File: config.mk
export PLATFORM = sky130hd
export DESIGN_NAME = rtc_bcd_cfg_flat
export DESIGN_NICKNAME = d
export VERILOG_FILES = /design/src/rtl/rtc_bcd_cfg_if.sv /design/src/rtl/rtc_bcd_cfg.sv /design/src/flat_wrapper.sv
export SDC_FILE = /design/constraint.sdc
export NUM_CORES = 1
export LEC_CHECK = 0
export ABC_AREA = 1
export BUFFER_PORTS_ARGS = -buffer_cell sky130_fd_sc_hd__buf_2
export CAP_MARGIN = 20
export CORE_ASPECT_RATIO = 0.9
export CORE_MARGIN = 3
export CORE_UTILIZATION = 58
export CTS_CLUSTER_DIAMETER = 120
export DETAILED_ROUTE_END_ITERATION = 7
export MAX_ROUTING_LAYER = met4
export PLACE_DENSITY = 0.9
export SLEW_MARGIN = 15
export SYNTH_ARGS = -nofsm -noshare
export SYNTH_HDL_FRONTEND = slang
export SYNTH_SLANG_ARGS = --single-unit
File: constraint.sdc
create_clock -name clk -period 5.57 [get_ports clk]
set_input_delay 0.557 -clock clk [delete_from_list [all_inputs] [get_ports clk]]
set_output_delay 0.557 -clock clk [all_outputs]
set_load 0.02 [all_outputs]
File: src/rtl/rtc_bcd_cfg_if.sv
// rtc_bcd_cfg_if: control and display bundle of the BCD real-time clock.
// master drives controls and reads the display, slave is the clock core.
interface rtc_bcd_cfg_if;
  logic        en;
  logic        mode_12h;
  logic        ld;
  logic [23:0] ld_time;
  logic        ld_pm;
  logic        alm_set;
  logic [15:0] alm_time;
  logic        alm_clr;
  logic [3:0]  sl, sm, ml, mm, hl, hm;
  logic        pm;
  logic        sec_tick;
  logic        day_wrap;
  logic        ld_err;
  logic        alarm;

  modport master (
    output en, mode_12h, ld, ld_time, ld_pm,
    output alm_set, alm_time, alm_clr,
    input  sl, sm, ml, mm, hl, hm,
    input  pm, sec_tick, day_wrap, ld_err, alarm
  );

  modport slave (
    input  en, mode_12h, ld, ld_time, ld_pm,
    input  alm_set, alm_time, alm_clr,
    output sl, sm, ml, mm, hl, hm,
    output pm, sec_tick, day_wrap, ld_err, alarm
  );
endinterface

File: src/rtl/rtc_bcd_cfg.sv
// rtc_bcd_cfg: BCD hh:mm:ss clock, 24 h or 12 h AM/PM, validated load.
// Define ALARM_EN to build the hh:mm alarm compare and sticky flag.
module rtc_bcd_cfg #(
  parameter int TICK_DIV = 50_000_000
) (
  input logic          clk,
  input logic          rst,
  rtc_bcd_cfg_if.slave bus
);
  localparam int PS_W = $clog2(TICK_DIV + 1);
  localparam logic [PS_W-1:0] PS_TOP = PS_W'(TICK_DIV - 1);

  function automatic logic [6:0] hbin(input logic [7:0] hh);
    return 7'(hh[7:4]) * 7'd10 + 7'(hh[3:0]);
  endfunction

  function automatic logic [7:0] hbcd(input logic [6:0] h);
    logic [3:0] d;
    d = (h >= 7'd20) ? 4'd2 : (h >= 7'd10) ? 4'd1 : 4'd0;
    return {d, 4'(h - 7'(d) * 7'd10)};
  endfunction

  // {mm,ml,sm,sl}: tens digits 0-5, units 0-9
  function automatic logic ok_ms(input logic [15:0] v);
    return v[15:12] <= 4'd5 && v[11:8] <= 4'd9 &&
           v[7:4] <= 4'd5 && v[3:0] <= 4'd9;
  endfunction

  function automatic logic ok_hd(input logic [7:0] hh);
    return hh[7:4] <= 4'd2 && hh[3:0] <= 4'd9;
  endfunction

  logic [PS_W-1:0] ps, ps_n;
  logic [23:0]     tm, tm_n, adv;
  logic            pm, pm_n, adv_pm;
  logic            cur_12h;
  logic            tick, tick_n;
  logic            wrap, wrap_n, adv_wrap;
  logic            err, err_n;
  logic [6:0]      h_cur, h_nxt, h_cv, ld_h;
  logic            tick_raw, mode_edge, ld_ok;

  assign h_cur     = hbin(tm[23:16]);
  assign ld_h      = hbin(bus.ld_time[23:16]);
  assign tick_raw  = bus.en && (ps == PS_TOP);
  assign mode_edge = bus.mode_12h != cur_12h;
  assign ld_ok     = ok_ms(bus.ld_time[15:0]) &&
                     ok_hd(bus.ld_time[23:16]) &&
                     (bus.mode_12h ? (ld_h >= 7'd1 && ld_h <= 7'd12)
                                   : (ld_h <= 7'd23));

  // one-second advance of the displayed time with BCD carry chain
  always_comb begin
    adv      = tm;
    adv_pm   = pm;
    adv_wrap = 1'b0;
    h_nxt    = h_cur;
    if (tm[3:0] != 4'd9) begin
      adv[3:0] = tm[3:0] + 4'd1;
    end else begin
      adv[3:0] = 4'd0;
      if (tm[7:4] != 4'd5) begin
        adv[7:4] = tm[7:4] + 4'd1;
      end else begin
        adv[7:4] = 4'd0;
        if (tm[11:8] != 4'd9) begin
          adv[11:8] = tm[11:8] + 4'd1;
        end else begin
          adv[11:8] = 4'd0;
          if (tm[15:12] != 4'd5) begin
            adv[15:12] = tm[15:12] + 4'd1;
          end else begin
            adv[15:12] = 4'd0;
            if (cur_12h) begin
              unique case (1'b1)
                h_cur == 7'd11: begin
                  h_nxt    = 7'd12;
                  adv_pm   = ~pm;
                  adv_wrap = pm;
                end
                h_cur == 7'd12: h_nxt = 7'd1;
                default:        h_nxt = h_cur + 7'd1;
              endcase
            end else begin
              if (h_cur == 7'd23) begin
                h_nxt    = 7'd0;
                adv_wrap = 1'b1;
              end else begin
                h_nxt = h_cur + 7'd1;
              end
              adv_pm = h_nxt >= 7'd12;
            end
            adv[23:16] = hbcd(h_nxt);
          end
        end
      end
    end
  end

  // hour rewrite on a mode change; pm already means "afternoon" in both modes
  always_comb begin
    h_cv = h_cur;
    if (bus.mode_12h) begin
      unique case (1'b1)
        h_cur == 7'd0: h_cv = 7'd12;
        h_cur > 7'd12: h_cv = h_cur - 7'd12;
        default:       h_cv = h_cur;
      endcase
    end else begin
      unique case (1'b1)
        pm && h_cur != 7'd12:  h_cv = h_cur + 7'd12;
        !pm && h_cur == 7'd12: h_cv = 7'd0;
        default:               h_cv = h_cur;
      endcase
    end
  end

  // next state: load beats mode conversion beats tick
  always_comb begin
    ps_n   = ps;
    tm_n   = tm;
    pm_n   = pm;
    tick_n = 1'b0;
    wrap_n = 1'b0;
    err_n  = 1'b0;
    if (bus.ld && ld_ok) begin
      tm_n = bus.ld_time;
      pm_n = bus.mode_12h ? bus.ld_pm : (ld_h >= 7'd12);
      ps_n = '0;
    end else if (mode_edge) begin
      err_n        = bus.ld;
      tm_n[23:16]  = hbcd(h_cv);
      if (bus.en && !tick_raw) ps_n = ps + PS_W'(1);
    end else begin
      err_n = bus.ld;
      if (tick_raw) begin
        ps_n   = '0;
        tm_n   = adv;
        pm_n   = adv_pm;
        tick_n = 1'b1;
        wrap_n = adv_wrap;
      end else if (bus.en) begin
        ps_n = ps + PS_W'(1);
      end
    end
  end

  // time, prescaler and strobe registers
  always_ff @(posedge clk) begin
    if (!rst) begin
      ps      <= '0;
      tm      <= bus.mode_12h ? 24'h120000 : 24'h000000;
      pm      <= 1'b0;
      cur_12h <= bus.mode_12h;
      tick    <= 1'b0;
      wrap    <= 1'b0;
      err     <= 1'b0;
    end else begin
      ps      <= ps_n;
      tm      <= tm_n;
      pm      <= pm_n;
      cur_12h <= bus.mode_12h;
      tick    <= tick_n;
      wrap    <= wrap_n;
      err     <= err_n;
    end
  end

  assign bus.hm       = tm[23:20];
  assign bus.hl       = tm[19:16];
  assign bus.mm       = tm[15:12];
  assign bus.ml       = tm[11:8];
  assign bus.sm       = tm[7:4];
  assign bus.sl       = tm[3:0];
  assign bus.pm       = pm;
  assign bus.sec_tick = tick;
  assign bus.day_wrap = wrap;
  assign bus.ld_err   = err;

`ifdef ALARM_EN
  logic [15:0] alm;
  logic        alm_flag;
  logic [6:0]  adv_h, adv_h24;
  logic        alm_ok, hit;

  assign adv_h  = hbin(adv[23:16]);
  assign alm_ok = ok_ms({bus.alm_time[7:0], 8'h00}) &&
                  ok_hd(bus.alm_time[15:8]) &&
                  hbin(bus.alm_time[15:8]) <= 7'd23;

  // new time as a 24 h hour for the alarm compare
  always_comb begin
    adv_h24 = adv_h;
    if (cur_12h) begin
      if (adv_pm) adv_h24 = (adv_h == 7'd12) ? 7'd12 : adv_h + 7'd12;
      else        adv_h24 = (adv_h == 7'd12) ? 7'd0 : adv_h;
    end
  end

  assign hit = tick_n && adv_h24 == hbin(alm[15:8]) &&
               adv[15:0] == {alm[7:0], 8'h00};

  // alarm time register and sticky flag; clear wins over a match
  always_ff @(posedge clk) begin
    if (!rst) begin
      alm      <= 16'h0000;
      alm_flag <= 1'b0;
    end else begin
      if (bus.alm_set && alm_ok) alm <= bus.alm_time;
      if (bus.alm_clr)           alm_flag <= 1'b0;
      else if (hit)              alm_flag <= 1'b1;
    end
  end

  assign bus.alarm = alm_flag;
`else
  assign bus.alarm = 1'b0;
`endif
endmodule

File: src/flat_wrapper.sv
// flat-port wrapper written by rule: the top's interface ports become plain ports
module rtc_bcd_cfg_flat 
#(
  parameter int TICK_DIV = 50_000_000
)
  (clk, rst, bus_en, bus_mode_12h, bus_ld, bus_ld_time, bus_ld_pm, bus_alm_set, bus_alm_time, bus_alm_clr, bus_sl, bus_sm, bus_ml, bus_mm, bus_hl, bus_hm, bus_pm, bus_sec_tick, bus_day_wrap, bus_ld_err, bus_alarm);
  rtc_bcd_cfg_if bus_i ();
  input logic clk;
  input logic rst;
  input wire logic [$bits(bus_i.en)-1:0] bus_en;
  input wire logic [$bits(bus_i.mode_12h)-1:0] bus_mode_12h;
  input wire logic [$bits(bus_i.ld)-1:0] bus_ld;
  input wire logic [$bits(bus_i.ld_time)-1:0] bus_ld_time;
  input wire logic [$bits(bus_i.ld_pm)-1:0] bus_ld_pm;
  input wire logic [$bits(bus_i.alm_set)-1:0] bus_alm_set;
  input wire logic [$bits(bus_i.alm_time)-1:0] bus_alm_time;
  input wire logic [$bits(bus_i.alm_clr)-1:0] bus_alm_clr;
  output wire logic [$bits(bus_i.sl)-1:0] bus_sl;
  output wire logic [$bits(bus_i.sm)-1:0] bus_sm;
  output wire logic [$bits(bus_i.ml)-1:0] bus_ml;
  output wire logic [$bits(bus_i.mm)-1:0] bus_mm;
  output wire logic [$bits(bus_i.hl)-1:0] bus_hl;
  output wire logic [$bits(bus_i.hm)-1:0] bus_hm;
  output wire logic [$bits(bus_i.pm)-1:0] bus_pm;
  output wire logic [$bits(bus_i.sec_tick)-1:0] bus_sec_tick;
  output wire logic [$bits(bus_i.day_wrap)-1:0] bus_day_wrap;
  output wire logic [$bits(bus_i.ld_err)-1:0] bus_ld_err;
  output wire logic [$bits(bus_i.alarm)-1:0] bus_alarm;
  assign bus_i.en = bus_en;
  assign bus_i.mode_12h = bus_mode_12h;
  assign bus_i.ld = bus_ld;
  assign bus_i.ld_time = bus_ld_time;
  assign bus_i.ld_pm = bus_ld_pm;
  assign bus_i.alm_set = bus_alm_set;
  assign bus_i.alm_time = bus_alm_time;
  assign bus_i.alm_clr = bus_alm_clr;
  assign bus_sl = bus_i.sl;
  assign bus_sm = bus_i.sm;
  assign bus_ml = bus_i.ml;
  assign bus_mm = bus_i.mm;
  assign bus_hl = bus_i.hl;
  assign bus_hm = bus_i.hm;
  assign bus_pm = bus_i.pm;
  assign bus_sec_tick = bus_i.sec_tick;
  assign bus_day_wrap = bus_i.day_wrap;
  assign bus_ld_err = bus_i.ld_err;
  assign bus_alarm = bus_i.alarm;
  rtc_bcd_cfg #(.TICK_DIV(TICK_DIV)) u_core (.clk(clk), .rst(rst), .bus(bus_i));
endmodule
Word level (Yosys, flattened, before mapping)
Cells that the tools add are included.
{"block": "word_totals", "latch_bits": 0, "inputBits": 48, "mem_bits_rw": 0, "wordCells": 152, "memories": 0, "reg_bits": 55, "rom_bits": 0, "out_inout_bits": 29}
{"block": "op_classes", "addsub": 12, "n_eq_ne": 27, "n_bitwise": 3, "shifts": 0, "multipliers": 4, "div": 0, "mux": 52, "reduce_logical": 27, "order_cmp": 16}
{"cell": "$mux W26", "count": 4}
{"cell": "$mux W7", "count": 12}
{"cell": "$mux W24", "count": 3}
{"cell": "$pmux W7 S2", "count": 3}
{"cell": "$mux W16", "count": 2}
{"cell": "$ge A7 B4 Y1 const B", "count": 4}
{"cell": "$add A26 B1 Y26 const B", "count": 1}
{"cell": "$eq A26 B26 Y1 const B", "count": 1}
{"cell": "$mux W4", "count": 6}
{"cell": "$ne A4 B3 Y1 const B", "count": 6}
{"cell": "$mux W21", "count": 1}
{"cell": "$mux W20", "count": 1}
{"cell": "$mux W1", "count": 17}
{"cell": "$add A4 B1 Y4 const B", "count": 4}
{"cell": "$mux W8", "count": 2}
{"cell": "$ne A3 B3 Y1 const B", "count": 5}
{"cell": "$add A7 B4 Y7", "count": 2}
{"cell": "$eq A7 B4 Y1 const B", "count": 2}
{"cell": "$ge A7 B5 Y1 const B", "count": 2}
{"cell": "$le A4 B4 Y1 const B", "count": 3}
{"cell": "$logic_and A1 B1 Y1", "count": 12}
{"cell": "$mul A4 B3 Y6 const B", "count": 2}
{"cell": "$mux W12", "count": 1}
{"cell": "$ne A2 B2 Y1 const B", "count": 6}
{"cell": "30 further kinds", "count": 39}

Longest topological paths before layout
{"block": "logic_depth", "word_depth": 27, "depth_mapped": 32, "depth_no_buf": 31}

Least setup slack after synthesis
OpenSTA, ideal clock, no wires.
{"block": "synth_timing", "path_kind": "flip-flop to flip-flop", "from": "register u_core.tm[21]", "to": "register u_core.tm[19], data pin", "n_path_buf": 1, "arrival_ps": 4502, "synth_period_minus_slack_ps": 4755, "stages_incl_launch_ff": 30, "slack_ps": 815, "setup_time_ps": 253, "t_required_ps": 5317, "cell_sequence": "edfxtp_1 -> ha_1 -> ha_1 -> fa_1 -> nand2_1 -> inv_1 -> nand2_1 -> nand3_1 -> nand2_2 -> nor2_8 -> nand2_4 -> ha_1 -> clkbuf_1 -> nor2_1 -> nand2_1 -> nand3b_1 -> mux2i_1 -> nor2_1 -> nand2_1 -> nand2_2 -> inv_1 -> ha_1 -> inv_1 -> fa_1 -> xnor2_1 -> inv_1 -> nand2_1 -> nand3_1 -> nand3_1 -> nand2_1"}
{"block": "synth_via", "elab_chain_len": 27, "elab_cells_between_ends": 48, "classes_between": "6 x add/sub; 3 x mul; 5 x order compare; 4 x eq/ne; 27 x mux; 3 x reduce/logical"}
{"element": "start: declaration", "line_no": "rtc_bcd_cfg.sv:34", "text": "logic [23:0] tm, tm_n, adv;"}
{"element": "start signal: assignment", "line_no": "rtc_bcd_cfg.sv:152", "text": "tm <= bus.mode_12h ? 24'h120000 : 24'h000000;"}
{"element": "start signal: assignment", "line_no": "rtc_bcd_cfg.sv:160", "text": "tm <= tm_n;"}
{"element": "$mul A4 B3 Y6 (*)", "line_no": "rtc_bcd_cfg.sv:14", "text": "return 7'(hh[7:4]) * 7'd10 + 7'(hh[3:0]);"}
{"element": "$add A7 B4 Y7 (*)", "line_no": "rtc_bcd_cfg.sv:14"}
{"element": "$add A7 B1 Y7 / $eq A7 B5 Y1 (equally long branches)", "line_no": "rtc_bcd_cfg.sv:82, rtc_bcd_cfg.sv:89, rtc_bcd_cfg.sv:85"}
{"element": "$mux W7", "line_no": "rtc_bcd_cfg.sv:85", "text": "if (h_cur == 7'd23) begin"}
{"element": "$mux W7", "line_no": "rtc_bcd_cfg.sv:74", "text": "if (cur_12h) begin"}
{"element": "$mux W7", "line_no": "rtc_bcd_cfg.sv:70", "text": "if (tm[15:12] != 4'd5) begin"}
{"element": "$mux W7", "line_no": "rtc_bcd_cfg.sv:66", "text": "if (tm[11:8] != 4'd9) begin"}
{"element": "$mux W7", "line_no": "rtc_bcd_cfg.sv:62", "text": "if (tm[7:4] != 4'd5) begin"}
{"element": "[... 11 more ...]"}
{"element": "$mux W8", "line_no": "rtc_bcd_cfg.sv:70"}
{"element": "$mux W12", "line_no": "rtc_bcd_cfg.sv:66"}
{"element": "$mux W16", "line_no": "rtc_bcd_cfg.sv:62"}
{"element": "$mux W20", "line_no": "rtc_bcd_cfg.sv:58", "text": "if (tm[3:0] != 4'd9) begin"}
{"element": "$mux W24", "line_no": "rtc_bcd_cfg.sv:136", "text": "if (tick_raw) begin"}
{"element": "$mux W8 (*)", "line_no": "rtc_bcd_cfg.sv:130", "text": "end else if (mode_edge) begin"}
{"element": "$mux W24 (*)", "line_no": "rtc_bcd_cfg.sv:126", "text": "if (bus.ld && ld_ok) begin"}
{"element": "$mux W24 (*)", "line_no": "rtc_bcd_cfg.sv:150", "text": "if (!rst) begin"}
Every way passes the cells marked *; elsewhere a longest branch is shown, timed or not. The select of a mux whose other input is x is not followed.
A chain may end at the register's enable or synchronous reset.

Worst setup path after layout
Same ends and word-level chain as after synthesis.

==> reports/metrics.cfg <==
[setup_path]
critical_path_class = reg2reg
r2r_start = u_core.tm[21]
path_max_fanout = 9
crit_buf_inv = 4
cpPeakStageDelay_ns = 0.52
worst_setup_path_start_kind = register
crit_start = u_core.tm[21]
worstSetupEndpointType = register
cp_data_required_time_ns = 5.64
critPathArrivalTime_ns = 5.18
cpLargestDelayFamily = adder cells
crit_slowest_cell = fa_1

[drt]
finalWirelength_mm = 11.4
ant_nets = 0
route.vias.total = 4648
via_per_inst = 5.68
first_pass_iters = 5
post-route-drc-count = 0
avgRoutedWirePerCell_um = 14.0
dr.first_iter.drc_count = 298

[final_layout]
drive_gt1_share_pct = 14.8
fin_nets = 798
diodes = 0
area_growth_pct = 10.4

[floorplanning]
fp.dieArea_um2 = 8960
core_area_um2 = 7580
initial_core_util_pct = 60.1
fp.dieH_um = 90.1
die_w_um = 99.5
io_pins = 77
row_count = 30

[global_routing]
overflow = 0
grt_use_total_pct = 25.9
grt_pass1_wl_mm = 19.0
grt_pass1_vias = 4290
grt_max_degree = 20
antenna_found_initial = 0

[yosys]
yosysWarnings = 0
synth_edf_count = 24
syn_area_um2 = 4560
syn_inst = 662
yosysUniqueCellTypes = 51
ys_seq_area_share_pct = 29.4
synthFlopType = dfxtp_1
avgSynthCellArea_um2 = 6.89
ys_seq_elements = 55
ys_async_sr_fraction_pct = 0

[clocking]
cts.sinks = 55
cts_buffers = 5
post-cts-setup-buffers = 0
clk_latency_ns = 0.31
htree_levels = 2
cts-root-buf = clkbuf_8
hold_buffers = 0
clockBufferDepth = 2
cts.clk_slew.worst_paths_ns = 0.11
post_cts_resized = 0
cts_tree = built

[pwr]
ir_drop_v = 0.000240
p_leak_nw = 2.40
power.total_mw = 2.49
power_density_nw_per_um2 = 495

[sta]
hold_viol_final = 0
rsz0062_at_grt = no
fin_ws_ns = 0.466
fin_crit_sh_pct = 91.6
slew_violations = 0
whs_ns = 0.470
max_freq_mhz = 196
maxSlewHeadroom_pct = 49.8
fin_crit_ns = 5.10
worstMarginPinSlew_ns = 0.734
finalSetupTns_ns = 0
final-setup-viol-count = 0
skew_ns = 0.0101

[place]
dp.final_hpwl_mm = 9.11
gp_congestion = 0.994
io_buffer_count = 57
dp_slack_ns = 0.497

[hold_path]
min-delay-start = bus_ld
min_path_type = in2reg

[flow_run]
maxCapViolCount = 0

[status]
outcome = complete, no violations

[through the flow]
step	area (µm²)	cells	util [%]
floorplan	4570	664	-
global route	5030	818	66.4
finish	5030	818	66.4
CTS	5030	818	66.4
global placement	4940	810	65.1
detailed placement	4940	810	65.1
[cell families after synthesis]
group                      after synthesis  share of synthesized area (%)
and+or+nand+nor                        340                           34.7
buffers and inverters                  125                           10.7
AOI/OAI and AO/OA                       92                           12.1
DFF                                     55                           29.4
adders and majority gates               29                           8.94
xor gates and xnor gates                19                           3.81
other                                    1                         0.0822
muxes                                    1                          0.219
[per-layer routing]
metal  part of all wire (%)  global-route usage, %
met2                     47                   41.1
met1                     42                   33.8
met3                    7.9                   2.87
met4                    3.2                   10.6
met5                      0                      -
[worst paths after layout]
| path | to | slack, ns | depth (start not counted) |
|---|---|---|---|
| worst min register to register | u_core.ps[25] | 0.50 | 2 |
| worst min-delay path | u_core.bus.ld_err | 0.47 | 3 |
| worst max register to register | u_core.tm[19] | 0.47 | 29 |
| worst max-delay path | u_core.tm[19] | 0.47 | 29 |
[layout by cell type, fill, tap and decap left out, types with 8 or more instances in the layout]
cell type	instances
nand2_1	156
inv_1	108
buf_2	57
nor2_1	53
nand3_1	53
o21ai_0	36
dfxtp_1	31
edfxtp_1	24
ha_1	23
a21oi_1	21
nor3_1	19
xor2_1	13
nand2_2	13
nand4_1	13
o211ai_1	8
[Yosys cell counts, types with 3 or more instances]
master | instances | area [µm²]
nand4_1 | 13 | 81.3
fa_1 | 6 | 120
inv_2 | 6 | 22.5
o31ai_1 | 3 | 22.5
nor2_2 | 7 | 43.8
nand2_1 | 156 | 586
nor3_1 | 19 | 95.1
o211ai_1 | 8 | 60.1
nand3_2 | 4 | 40.0
nand2_4 | 3 | 33.8
clkbuf_1 | 3 | 11.3
edfxtp_1 | 24 | 721
nor4_1 | 7 | 43.8
o22ai_1 | 7 | 43.8
nand2_2 | 13 | 81.3
o21ai_0 | 36 | 180
a21oi_1 | 21 | 105
xor2_1 | 13 | 114
inv_1 | 108 | 405
dfxtp_1 | 31 | 621
buf_2 | 4 | 20.0
xnor2_1 | 5 | 43.8
nor2_1 | 53 | 199
nand3_1 | 53 | 265
ha_1 | 23 | 288
nand3b_1 | 4 | 30.0
[power by group]
part	total, mW	internal (mW)	switching, mW
Sequential	0.499	0.468	0.0312
Clock	0.235	0.0927	0.143
Combinational	1.76	0.620	1.14
Total	2.49	1.18	1.31
[worst register-to-register path, delay by kind of cell, from the launching register on]
| family | cells | cell delay (ns) |
|---|---|---|
| adders and majority gates | 6 | 1.97 |
| and+or+nand+nor | 17 | 1.69 |
| DFF | 1 | 0.48 |
| buffers and inverters | 4 | 0.31 |
| AOI/OAI and AO/OA | 1 | 0.22 |
| xor gates and xnor gates | 1 | 0.22 |
[cell type report]
class,count,area (µm²)
clock buffer,5,68.8
clock inverter,3,27.5
fill,632,2550
inverter,115,432
multi-input combinational,484,2740
sequential,55,1340
tap,96,120
timing repair buffer,60,308
[sequential cells by signal (all words and copies together) (netlist names)]
register / cells
u_core.bus.day_wrap: 1
u_core.bus.ld_err: 1
u_core.bus.pm: 1
u_core.bus.sec_tick: 1
u_core.cur_12h: 1
u_core.ps: 26
u_core.tm: 24
Note: power is estimated with default switching activity, not from simulation.
